==> src/rtl/wb_la_initiator_pkg.sv <==
// Shared definitions for the Wishbone single-transfer initiator.
//   ST_IDLE / ST_BUS / ST_RESP : FSM state encodings
//   sel_w()                    : byte-select width derived from a data width
package wb_la_initiator_pkg;

    localparam int STATE_W = 2;

    localparam logic [STATE_W-1:0] ST_IDLE = 2'd0;
    localparam logic [STATE_W-1:0] ST_BUS  = 2'd1;
    localparam logic [STATE_W-1:0] ST_RESP = 2'd2;

    localparam int DEF_DAT_W = 32;
    localparam int DEF_SEL_W = DEF_DAT_W / 8;

    function automatic int sel_w(input int dat_w);
        return dat_w / 8;
    endfunction

endpackage

==> src/rtl/wb_la_initiator.sv <==
// Wishbone classic single-transfer initiator.
// Turns one valid/ready command into one WB cycle and returns a response
// carrying read data, or an error flag when the responder never acks.
//
// Ports
//   wb_clk_i, wb_rst_n_i            clock, synchronous active-low reset
//   active                          block enable (low = idle, transfer dropped)
//   cmd_valid/cmd_ready             command handshake
//   cmd_we/cmd_adr/cmd_dat/cmd_sel  command fields
//   rsp_valid/rsp_ready             response handshake
//   rsp_dat/rsp_err                 read data / timeout flag
//   wbm_*                           Wishbone master interface
//
// state   | meaning
// --------+--------------------------------------------------------
// IDLE    | waiting for a command, cmd_ready follows active
// BUS     | cyc/stb asserted, waiting for ack or timeout
// RESP    | response presented until rsp_ready
module wb_la_initiator
    import wb_la_initiator_pkg::*;
#(
    parameter int ADR_W   = 32,
    parameter int DAT_W   = DEF_DAT_W,
    parameter int TIMEOUT = 255,
    localparam int SEL_W  = sel_w(DAT_W)
) (
    input  logic             wb_clk_i,
    input  logic             wb_rst_n_i,
    input  logic             active,

    input  logic             cmd_valid,
    output logic             cmd_ready,
    input  logic             cmd_we,
    input  logic [ADR_W-1:0] cmd_adr,
    input  logic [DAT_W-1:0] cmd_dat,
    input  logic [SEL_W-1:0] cmd_sel,

    output logic             rsp_valid,
    input  logic             rsp_ready,
    output logic [DAT_W-1:0] rsp_dat,
    output logic             rsp_err,

    output logic             wbm_cyc_o,
    output logic             wbm_stb_o,
    output logic             wbm_we_o,
    output logic [ADR_W-1:0] wbm_adr_o,
    output logic [DAT_W-1:0] wbm_dat_o,
    output logic [SEL_W-1:0] wbm_sel_o,
    input  logic             wbm_ack_i,
    input  logic [DAT_W-1:0] wbm_dat_i
);

    localparam int CNT_W = $clog2(TIMEOUT + 1);
    // Last BUS cycle index (0-based) before the timeout fires, so cyc/stb
    // stay high for exactly TIMEOUT cycles when no ack arrives.
    localparam logic [CNT_W-1:0] CNT_LAST = CNT_W'(TIMEOUT - 1);

    logic [STATE_W-1:0] state_q, state_d;
    logic [CNT_W-1:0]   cnt_q,   cnt_d;
    logic               we_q,    we_d;
    logic [ADR_W-1:0]   adr_q,   adr_d;
    logic [DAT_W-1:0]   dat_q,   dat_d;
    logic [SEL_W-1:0]   sel_q,   sel_d;
    logic [DAT_W-1:0]   rsp_dat_q, rsp_dat_d;
    logic               rsp_err_q, rsp_err_d;

    logic in_bus;
    logic in_resp;
    logic cmd_fire;
    logic rsp_fire;

    assign in_bus  = (state_q == ST_BUS);
    assign in_resp = (state_q == ST_RESP);

    // Gated by reset and active so nothing handshakes while the block is off.
    assign cmd_ready = wb_rst_n_i && active && (state_q == ST_IDLE);
    assign rsp_valid = wb_rst_n_i && active && in_resp;
    assign cmd_fire  = cmd_valid && cmd_ready;
    assign rsp_fire  = rsp_valid && rsp_ready;

    assign rsp_dat   = rsp_valid ? rsp_dat_q : '0;
    assign rsp_err   = rsp_valid && rsp_err_q;

    assign wbm_cyc_o = in_bus;
    assign wbm_stb_o = in_bus;
    assign wbm_we_o  = in_bus && we_q;
    assign wbm_adr_o = in_bus ? adr_q : '0;
    assign wbm_dat_o = in_bus ? dat_q : '0;
    assign wbm_sel_o = in_bus ? sel_q : '0;

    always_comb begin
        state_d   = state_q;
        cnt_d     = cnt_q;
        we_d      = we_q;
        adr_d     = adr_q;
        dat_d     = dat_q;
        sel_d     = sel_q;
        rsp_dat_d = rsp_dat_q;
        rsp_err_d = rsp_err_q;

        case (state_q)
            ST_IDLE: begin
                if (cmd_fire) begin
                    state_d = ST_BUS;
                    cnt_d   = '0;
                    we_d    = cmd_we;
                    adr_d   = cmd_adr;
                    dat_d   = cmd_dat;
                    sel_d   = cmd_sel;
                end
            end
            ST_BUS: begin
                // Ack is checked first so an ack on the final cycle wins.
                if (wbm_ack_i) begin
                    state_d   = ST_RESP;
                    rsp_dat_d = we_q ? '0 : wbm_dat_i;
                    rsp_err_d = 1'b0;
                end else if (cnt_q == CNT_LAST) begin
                    state_d   = ST_RESP;
                    cnt_d     = CNT_W'(TIMEOUT);
                    rsp_dat_d = '0;
                    rsp_err_d = 1'b1;
                end else begin
                    cnt_d = cnt_q + CNT_W'(1);
                end
            end
            ST_RESP: begin
                if (rsp_fire) begin
                    state_d = ST_IDLE;
                end
            end
            default: begin
                state_d = ST_IDLE;
            end
        endcase

        // Dropping active abandons whatever is in flight, with no response.
        if (!active) begin
            state_d = ST_IDLE;
            cnt_d   = '0;
        end
    end

    always_ff @(posedge wb_clk_i) begin
        if (!wb_rst_n_i) begin
            state_q   <= ST_IDLE;
            cnt_q     <= '0;
            we_q      <= 1'b0;
            adr_q     <= '0;
            dat_q     <= '0;
            sel_q     <= '0;
            rsp_dat_q <= '0;
            rsp_err_q <= 1'b0;
        end else begin
            state_q   <= state_d;
            cnt_q     <= cnt_d;
            we_q      <= we_d;
            adr_q     <= adr_d;
            dat_q     <= dat_d;
            sel_q     <= sel_d;
            rsp_dat_q <= rsp_dat_d;
            rsp_err_q <= rsp_err_d;
        end
    end

endmodule
==> config.mk <==
export PLATFORM = sky130hd
export DESIGN_NAME = wb_la_initiator
export DESIGN_NICKNAME = d
export VERILOG_FILES = /design/src/rtl/wb_la_initiator_pkg.sv /design/src/rtl/wb_la_initiator.sv
export SDC_FILE = /design/constraint.sdc
export NUM_CORES = 1
export LEC_CHECK = 0
export BUFFER_PORTS_ARGS = -buffer_cell sky130_fd_sc_hd__buf_4
export CAP_MARGIN = 20
export CORE_MARGIN = 2
export CORE_UTILIZATION = 45
export DETAILED_ROUTE_END_ITERATION = 7
export PLACE_DENSITY = 0.76
export SKIP_CTS_REPAIR_TIMING = 1
export SYNTH_ARGS = -nofsm -noshare
export SYNTH_HDL_FRONTEND = slang
export SYNTH_SLANG_ARGS = --single-unit
==> constraint.sdc <==
create_clock -name wb_clk_i -period 4.94 [get_ports wb_clk_i]
set_clock_uncertainty 0.2 [all_clocks]
set_input_delay 0.247 -clock wb_clk_i [delete_from_list [all_inputs] [get_ports wb_clk_i]]
set_output_delay 0.247 -clock wb_clk_i [all_outputs]
set_load 0.1 [all_outputs]
==> run_results.csv, run 1 <==
group,metric,value,unit
detailed_routing,drt-pass1-iter-count,5,
clocking,cts_tree,"built",
cells_and_area,final_common_cell,"buf_4",
cells_and_area,stdcell_area,7720,um^2
setup_path,startpoint,"wb_rst_n_i",
setup_path,path_class,"in2out",
placement,hpwl,9.51,mm
placement,portBuffers,212,
synthesis,synth_xor_area_share,0,%
setup_path,worstPathArrival,2400,ps
global_routing,antenna_found_initial,0,
cells_and_area,nets,996,
synthesis,synth-simple-area-share,29.3,%
clocking,cts_buffers,9,
clocking,insertion_delay,340,ps
floorplan,rows,38,
floorplan,die_h,110,um
synthesis,syn_inst,631,
timing,worst_pin_slew,851,ps
timing,setup_violations,0,
floorplan,dieArea,12100,um^2
power_and_ir_drop,power.density,247,nW/um^2
timing,rsz0062_at_grt,"no",
synthesis,synthAdderAreaFrac,0.494,%
timing,finalCritPeriodShare,57.5,%
synthesis,muxShareOfSynthArea,0.395,%
synthesis,synth.avg_cell_area,8.03,um^2
synthesis,synth_edf_count,0,
hold_path,hp-start,"cmd_adr[28]",
floorplan,io_pins,213,
run,maxCapViolCount,0,
synthesis,ys_seq_elements,112,
placement,place_congestion,0.816,
timing,maxSlewHeadroom,43.3,%
timing,finalSetupTns,0,ps
floorplan,initial_core_util,46.3,%
setup_path,critPathRequiredTime,4490,ps
timing,holdWs,-37.2,ps
synthesis,synth_compound_area_share,21.3,%
setup_path,r2r-start,"state_q[0]",
cells_and_area,fill_cells,836,
synthesis,synth_ff_type,"dfxtp_1",
global_routing,grt.total_usage,21.7,%
power_and_ir_drop,peakVddDrop,221,uV
detailed_routing,finalWirelength,15.0,mm
synthesis,yosysWarnings,0,
detailed_routing,via_count,5172,
floorplan,die_w,110,um
detailed_routing,drcViolationCount,0,
clocking,clkSlewWorstSetupHoldPaths,70,ps
cells_and_area,antennaDiodeCount,0,
detailed_routing,ant_nets,0,
synthesis,ys_types,34,
setup_path,critPathMaxFanout,105,
global_routing,grt_pass1_wl,21.0,mm
run_status,status,"finished, violations left",
synthesis,synth_area,5070,um^2
timing,fmax,0.352,GHz
power_and_ir_drop,cellLeakagePower,3.27,nW
hold_path,hp-class,"in2reg",
clocking,htree_levels,3,
global_routing,grt_max_degree,106,
clocking,cts-root-buf,"clkbuf_16",
synthesis,synth_top_family_by_area,"simple AND/OR/NAND/NOR gates",
floorplan,core_area,10900,um^2
global_routing,grt_overflow,0,
cells_and_area,drive_gt1_share,27.3,%
cells_and_area,final_cell_mix,"buf_4 (217), nand2_1 (180), dfxtp_1 (112)",
synthesis,ys_async_sr_fraction,0,%
detailed_routing,viasPerCell,5.02,
timing,finalHoldViolations,22,
cells_and_area,syn_to_final_growth,52.4,%
timing,layout_min_cycle_time,2840,ps
synthesis,syn_nets,740,
clocking,cts.sinks,112,
setup_path,crit_path_end_kind,"output port",
placement,dpl_cell_area,6710,um^2
detailed_routing,wire_per_inst,14.6,um
synthesis,synth_seq_area_share,44.2,%
setup_path,cp-start-kind,"primary input",
timing,finalMaxSlewViolations,0,
detailed_routing,drt_iter0_markers,398,
run_status,violations,"negative hold slack",
clocking,clock_path_buffers,2,
global_routing,grt_pass1_vias,4437,
-- path summary, 6_finish.rpt --
kind,cells after the start,end,slack [ps]
min reg2reg,2,dat_q[26],250
min,3,adr_q[28],-40
max,6,rsp_dat[20],2100
max reg2reg,5,dat_q[17],2560
-- stage by stage --
stage	util [%]	power, mW	std cells	worst slack [ps]
2_1_floorplan	-	1.07	631	1810
3_3_place_gp	61.1	1.16	941	2120
3_5_place_dp	61.3	1.16	943	2050
4_1_cts	64.0	1.87	958	2080
5_1_grt	70.6	1.98	1031	1920
6_report	70.6	1.91	1031	2100
-- flip-flops by register name, indices dropped and copies added, names as in the netlist --
register and cells:
rsp_err_q 1, adr_q 32, dat_q 32, cnt_q 8
we_q 1, state_q 2, rsp_dat_q 32, sel_q 4
-- Yosys cell counts, types with 2 or more instances --
| cell type | count | area share (%) |
|---|---|---|
| and2_1 | 107 | 13 |
| a21boi_0 | 87 | 13 |
| nor3b_2 | 2 | 0.49 |
| o2bb2ai_1 | 3 | 0.52 |
| nor2_1 | 9 | 0.67 |
| nand2_1 | 181 | 13 |
| mux2i_1 | 2 | 0.40 |
| a21oi_1 | 8 | 0.79 |
| buf_2 | 8 | 0.79 |
| inv_1 | 2 | 0.15 |
| o21ai_0 | 35 | 3.5 |
| ha_1 | 2 | 0.49 |
| dfxtp_1 | 112 | 44 |
| buf_1 | 4 | 0.30 |
| buf_4 | 3 | 0.44 |
| a21boi_1 | 14 | 2.1 |
| nor3_1 | 2 | 0.20 |
| and3_1 | 3 | 0.37 |
| clkbuf_1 | 31 | 2.3 |
| a22oi_1 | 2 | 0.30 |
-- routing by layer --
metal,track usage (%),part of all wire (%),vias up,wire (um)
li1,-,-,2558,-
met3,5.64,7.4,18,1110
met5,0,0,-,0
met2,35.4,50,191,7470
met4,8.13,1.4,0,217
met1,27.7,41,2405,6220
-- worst max-delay path, cell delays in order --
cell	delay, ps
buf_4	640
nand2_1	430
nor3b_2	250
buf_4	310
and2_1	190
buf_4	300
-- where the power goes --
group	internal [mW]	switching (mW)
registers	0.926	0.0109
logic	0.130	0.125
clock network	0.391	0.324
-- area by class of cell --
type	instances	area [um^2]	area share [%]
Multi-Input combinational cell	470	2620	33.9
Tap cell	140	175	2.27
Sequential cell	112	2240	29.0
Clock buffer	10	229	2.96
Inverter	2	7.51	0.0972
Timing Repair Buffer	292	2390	30.9
Clock inverter	5	58.8	0.761
-- kinds of logic (layout without fill, tap and decap cells) --
logic type      count (synthesis)  after routing
compound gates                156            156
simple gates                  310            310
mux                             2              2
buf+inv                        49            309
fa+ha+maj                       2              2
flops                         112            112
(Power assumes the default switching activity.)
==> inputs of run 2 (changes only) <==
==> constraint.sdc (replaced) <==
create_clock -name wb_clk_i -period 2.7 [get_ports wb_clk_i]
set_clock_uncertainty 0.2 [all_clocks]
set_input_delay 0.135 -clock wb_clk_i [delete_from_list [all_inputs] [get_ports wb_clk_i]]
set_output_delay 0.135 -clock wb_clk_i [all_outputs]
set_load 0.1 [all_outputs]
==> run_results.csv, run 2 (same netlist as run 1, synthesis figures left out) <==
group,metric,value,unit
setup_path,worstPathArrival,1990,ps
global_routing,grt_pass1_vias,4356,
timing,layout_min_cycle_time,2320,ps
global_routing,grt_max_degree,73,
placement,portBuffers,212,
clocking,cts_tree,"built",
setup_path,path_class,"reg2out",
detailed_routing,via_count,5347,
timing,rsz0062_at_grt,"no",
run_status,violations,"negative hold slack",
detailed_routing,ant_nets,0,
power_and_ir_drop,power,3.53,mW
cells_and_area,final_cells,1065,
detailed_routing,finalWirelength,15.7,mm
power_and_ir_drop,peakVddDrop,376,uV
cells_and_area,nets,1029,
hold_path,hp-class,"in2reg",
global_routing,grt_pass1_wl,20.7,mm
floorplan,core_area,10900,um^2
setup_path,critPathMaxFanout,71,
run,maxCapViolCount,0,
clocking,cts.sinks,112,
global_routing,antenna_found_initial,0,
timing,finalMaxSlewViolations,0,
timing,holdWs,-22.5,ps
clocking,insertion_delay,340,ps
clocking,htree_levels,3,
placement,dp_cells,945,
power_and_ir_drop,power.density,438,nW/um^2
power_and_ir_drop,cellLeakagePower,3.42,nW
cells_and_area,seq_area,2240,um^2
cells_and_area,top_regs,"adr_q (32), dat_q (32), rsp_dat_q (32)",
floorplan,die_w,110,um
clocking,cts_buffers,9,
cells_and_area,drive_gt1_share,26.5,%
timing,final.setup.worst_slack,380,ps
floorplan,die_h,110,um
clocking,cts-root-buf,"clkbuf_16",
global_routing,grt_overflow,0,
clocking,clkSlewWorstSetupHoldPaths,70,ps
cells_and_area,final_common_cell,"buf_4",
floorplan,rows,38,
cells_and_area,syn_to_final_growth,59.1,%
cells_and_area,fill_cells,754,
timing,finalSetupTns,0,ps
floorplan,io_pins,213,
timing,finalCritPeriodShare,85.9,%
floorplan,initial_core_util,46.3,%
floorplan,dieArea,12100,um^2
cells_and_area,antennaDiodeCount,0,
detailed_routing,drt_iter0_markers,398,
global_routing,grt.total_usage,21.5,%
timing,finalHoldViolations,1,
placement,dp_slack,660,ps
timing,worst_pin_slew,594,ps
timing,setup_violations,0,
placement,place_congestion,0.829,
detailed_routing,drcViolationCount,0,
detailed_routing,drt-pass1-iter-count,5,
detailed_routing,wire_per_inst,14.7,um
timing,fmax,0.431,GHz
detailed_routing,viasPerCell,5.02,
setup_path,crit_path_end_kind,"output port",
cells_and_area,multi_input_area,2620,um^2
clocking,clock_path_buffers,2,
run_status,status,"finished, violations left",
setup_path,critPathRequiredTime,2370,ps
cells_and_area,final_cell_mix,"buf_4 (219), nand2_1 (180), dfxtp_1 (112)",
setup_path,cp-start-kind,"flop",
timing,maxSlewHeadroom,60.4,%
placement,hpwl,9.54,mm
run 2: cell count changes in the layout (fill, tap and decap cells not counted):
cell           delta
buf_12            +2
clkinvlp_4        -2
buf_4             +2
clkbuf_1          +1
clkinv_2          +1
clkinv_4          +1
buf_8             -2
dlygate4sd3_1    +31
run 2: critical path, cell delays in order (launching register included):
cell,delay (ps)
dfxtp_1,360
nand2b_1,180
inv_1,80
buf_4,450
and2_1,240
buf_4,300
run 2: final timing paths:
kind                                 start            to  slack [ps]  depth (start not counted)
worst max register to register  state_q[0]     dat_q[22]         610                          5
worst min register to register   dat_q[27]     dat_q[27]         250                          2
worst max-delay path            state_q[1]  wbm_dat_o[6]         380                          5
worst min-delay path            wb_rst_n_i     rsp_err_q         -20                          3
run 2: metal layers:
layer | vias up | track usage (%) | part of all wire (%)
met5 | - | 0 | 0
met4 | 0 | 8.75 | 2.5
met3 | 32 | 4.53 | 6.7
met2 | 210 | 36.5 | 49
met1 | 2478 | 26.5 | 41
li1 | 2627 | - | -
run 2: metrics by stage:
step	hold WS (ps)	area, um^2	util, %
after global placement	184	6730	61.6
after CTS	-175	7020	64.2
after floorplan	69.8	5070	-
after global routing	3.37	8060	73.7
after detailed placement	189	6730	61.6
final	-22.5	8060	73.7
run 2: cell type report:
| cell class | count | share of cell area [%] |
|---|---|---|
| Clock buffer | 11 | 2.89 |
| Clock inverter | 5 | 0.714 |
| Inverter | 2 | 0.0931 |
| Multi-Input combinational cell | 470 | 32.5 |
| Sequential cell | 112 | 27.8 |
| Tap cell | 140 | 2.17 |
| Timing Repair Buffer | 325 | 33.8 |
run 2: power by group:
part / internal [mW] / total [mW] / switching [mW]
sequential: 1.70 / 1.72 / 0.0209
clock: 0.721 / 1.31 / 0.587
combinational: 0.269 / 0.508 / 0.239
==> inputs of run 3 (changes only) <==
--- a/config.mk
+++ b/config.mk
@@ -5,12 +5,13 @@
 export SDC_FILE = /design/constraint.sdc
 export NUM_CORES = 1
 export LEC_CHECK = 0
-export BUFFER_PORTS_ARGS = -buffer_cell sky130_fd_sc_hd__buf_4
+export BUFFER_PORTS_ARGS = -buffer_cell sky130_fd_sc_hd__buf_2
 export CAP_MARGIN = 20
 export CORE_MARGIN = 2
 export CORE_UTILIZATION = 45
 export DETAILED_ROUTE_END_ITERATION = 7
 export PLACE_DENSITY = 0.76
+export RECOVER_POWER = 50
 export SKIP_CTS_REPAIR_TIMING = 1
 export SYNTH_ARGS = -nofsm -noshare
 export SYNTH_HDL_FRONTEND = slang
==> run_results.csv, run 3 (same netlist as run 1, synthesis figures left out) <==
group,metric,value,unit
run_status,status,"finished, violations left",
run_status,violations,"negative hold slack",
placement,place_congestion,0.856,
setup_path,worstPathArrival,2540,ps
setup_path,cp-start-kind,"flop",
clocking,cts-root-buf,"clkbuf_16",
clocking,cts.sinks,112,
floorplan,initial_core_util,46.3,%
clocking,cts_buffers,9,
clocking,clock_path_buffers,2,
run,maxCapViolCount,0,
cells_and_area,final_common_cell,"nand2_1",
cells_and_area,top_regs,"adr_q (32), dat_q (32), rsp_dat_q (32)",
cells_and_area,syn_to_final_growth,62.4,%
floorplan,io_pins,213,
detailed_routing,via_count,5470,
power_and_ir_drop,power.density,410,nW/um^2
floorplan,core_area,10900,um^2
clocking,htree_levels,3,
clocking,insertion_delay,340,ps
detailed_routing,drt_iter0_markers,410,
placement,hpwl,9.86,mm
timing,finalMaxSlewViolations,0,
global_routing,grt_overflow,0,
detailed_routing,finalWirelength,16.5,mm
setup_path,crit_path_end_kind,"flop",
global_routing,grt.total_usage,21.6,%
power_and_ir_drop,peakVddDrop,262,uV
hold_path,hp-class,"in2reg",
timing,holdWs,-5.80,ps
clocking,clkSlewWorstSetupHoldPaths,70,ps
timing,finalSetupTns,0,ps
timing,finalHoldViolations,1,
detailed_routing,drt-pass1-iter-count,5,
floorplan,dieArea,12100,um^2
detailed_routing,drcViolationCount,0,
detailed_routing,ant_nets,0,
setup_path,max_stage_delay,590,ps
global_routing,grt_pass1_wl,20.7,mm
setup_path,reg2reg_depth,5,
timing,finalCritPeriodShare,93.0,%
timing,fmax,0.398,GHz
hold_path,min_path_cells,3,
power_and_ir_drop,cellLeakagePower,3.42,nW
setup_path,worstPathCellList,"and4bb_1 -> and2_2 -> clkbuf_4 -> nand2_1 -> a21boi_0",
timing,maxSlewHeadroom,16.9,%
cells_and_area,drive_gt1_share,25.7,%
cells_and_area,antennaDiodeCount,0,
floorplan,die_w,110,um
global_routing,grt_pass1_vias,4517,
floorplan,rows,38,
placement,portBuffers,212,
global_routing,antenna_found_initial,0,
timing,setup_violations,0,
cells_and_area,utilization,75.3,%
clocking,cts_tree,"built",
cells_and_area,final_cell_mix,"nand2_1 (180), buf_2 (150), dfxtp_1 (112)",
floorplan,die_h,110,um
timing,layout_min_cycle_time,2510,ps
global_routing,grt_max_degree,86,
setup_path,critPathRequiredTime,2730,ps
cells_and_area,nets,1028,
detailed_routing,wire_per_inst,15.6,um
setup_path,crit_slowest_cell,"clkbuf_4",
detailed_routing,viasPerCell,5.15,
timing,rsz0062_at_grt,"no",
setup_path,path_class,"reg2reg",
timing,worst_pin_slew,1250,ps
setup_path,critPathMaxFanout,51,
==> run 3: changes by cell type in the layout (fill, tap and decap cells not counted), moves of 10 or more <==
cell	change
buf_4	-214
buf_2	+150
buf_12	+51
clkbuf_2	+11
a21boi_0	+10
a21boi_1	-10
==> run 3: stage by stage <==
stage	worst slack (ps)	std cells	area [um^2]	total power [mW]
after floorplan	180	631	5070	1.95
after global placement	745	945	7000	2.08
after detailed placement	656	945	7000	2.09
after CTS	374	959	7250	3.28
after global routing	79.0	1062	8230	3.52
final	188	1062	8230	3.38
==> run 3: area by class of cell <==
cell class	instances	area (um^2)
Tap cell	140	175
Fill cell	668	2710
Inverter	2	7.51
Timing Repair Buffer	324	2950
Multi-Input combinational cell	470	2600
Sequential cell	112	2240
Clock inverter	1	5.00
Clock buffer	13	250
==> run 3: worst max-delay path: cells and delay by family (launching register included) <==
| family | cells | cell delay, ps |
|---|---|---|
| buf+inv | 1 | 590 |
| compound gates | 1 | 270 |
| flops | 1 | 370 |
| simple gates | 3 | 950 |
==> run 3: worst paths after layout <==
kind / start / to / slack, ps
min reg2reg: adr_q[14] / adr_q[14] / 260
max reg2reg: state_q[0] / dat_q[9] / 190
max: state_q[0] / dat_q[9] / 190
min: wb_rst_n_i / rsp_err_q / -6
==> run 3: where the power goes <==
| group | switching, mW | internal (mW) | leakage (nW) |
|---|---|---|---|
| clock | 0.559 | 0.642 | 0.126 |
| combinational | 0.235 | 0.224 | 2.39 |
| sequential | 0.0218 | 1.70 | 0.908 |
| total | 0.816 | 2.56 | 3.42 |
==> run 3: layer usage <==
layer | track usage [%] | wire length [um]
met5 | 0 | 0
met1 | 24.1 | 6260
met4 | 7.95 | 465
met2 | 38.1 | 8370
met3 | 7.23 | 1430
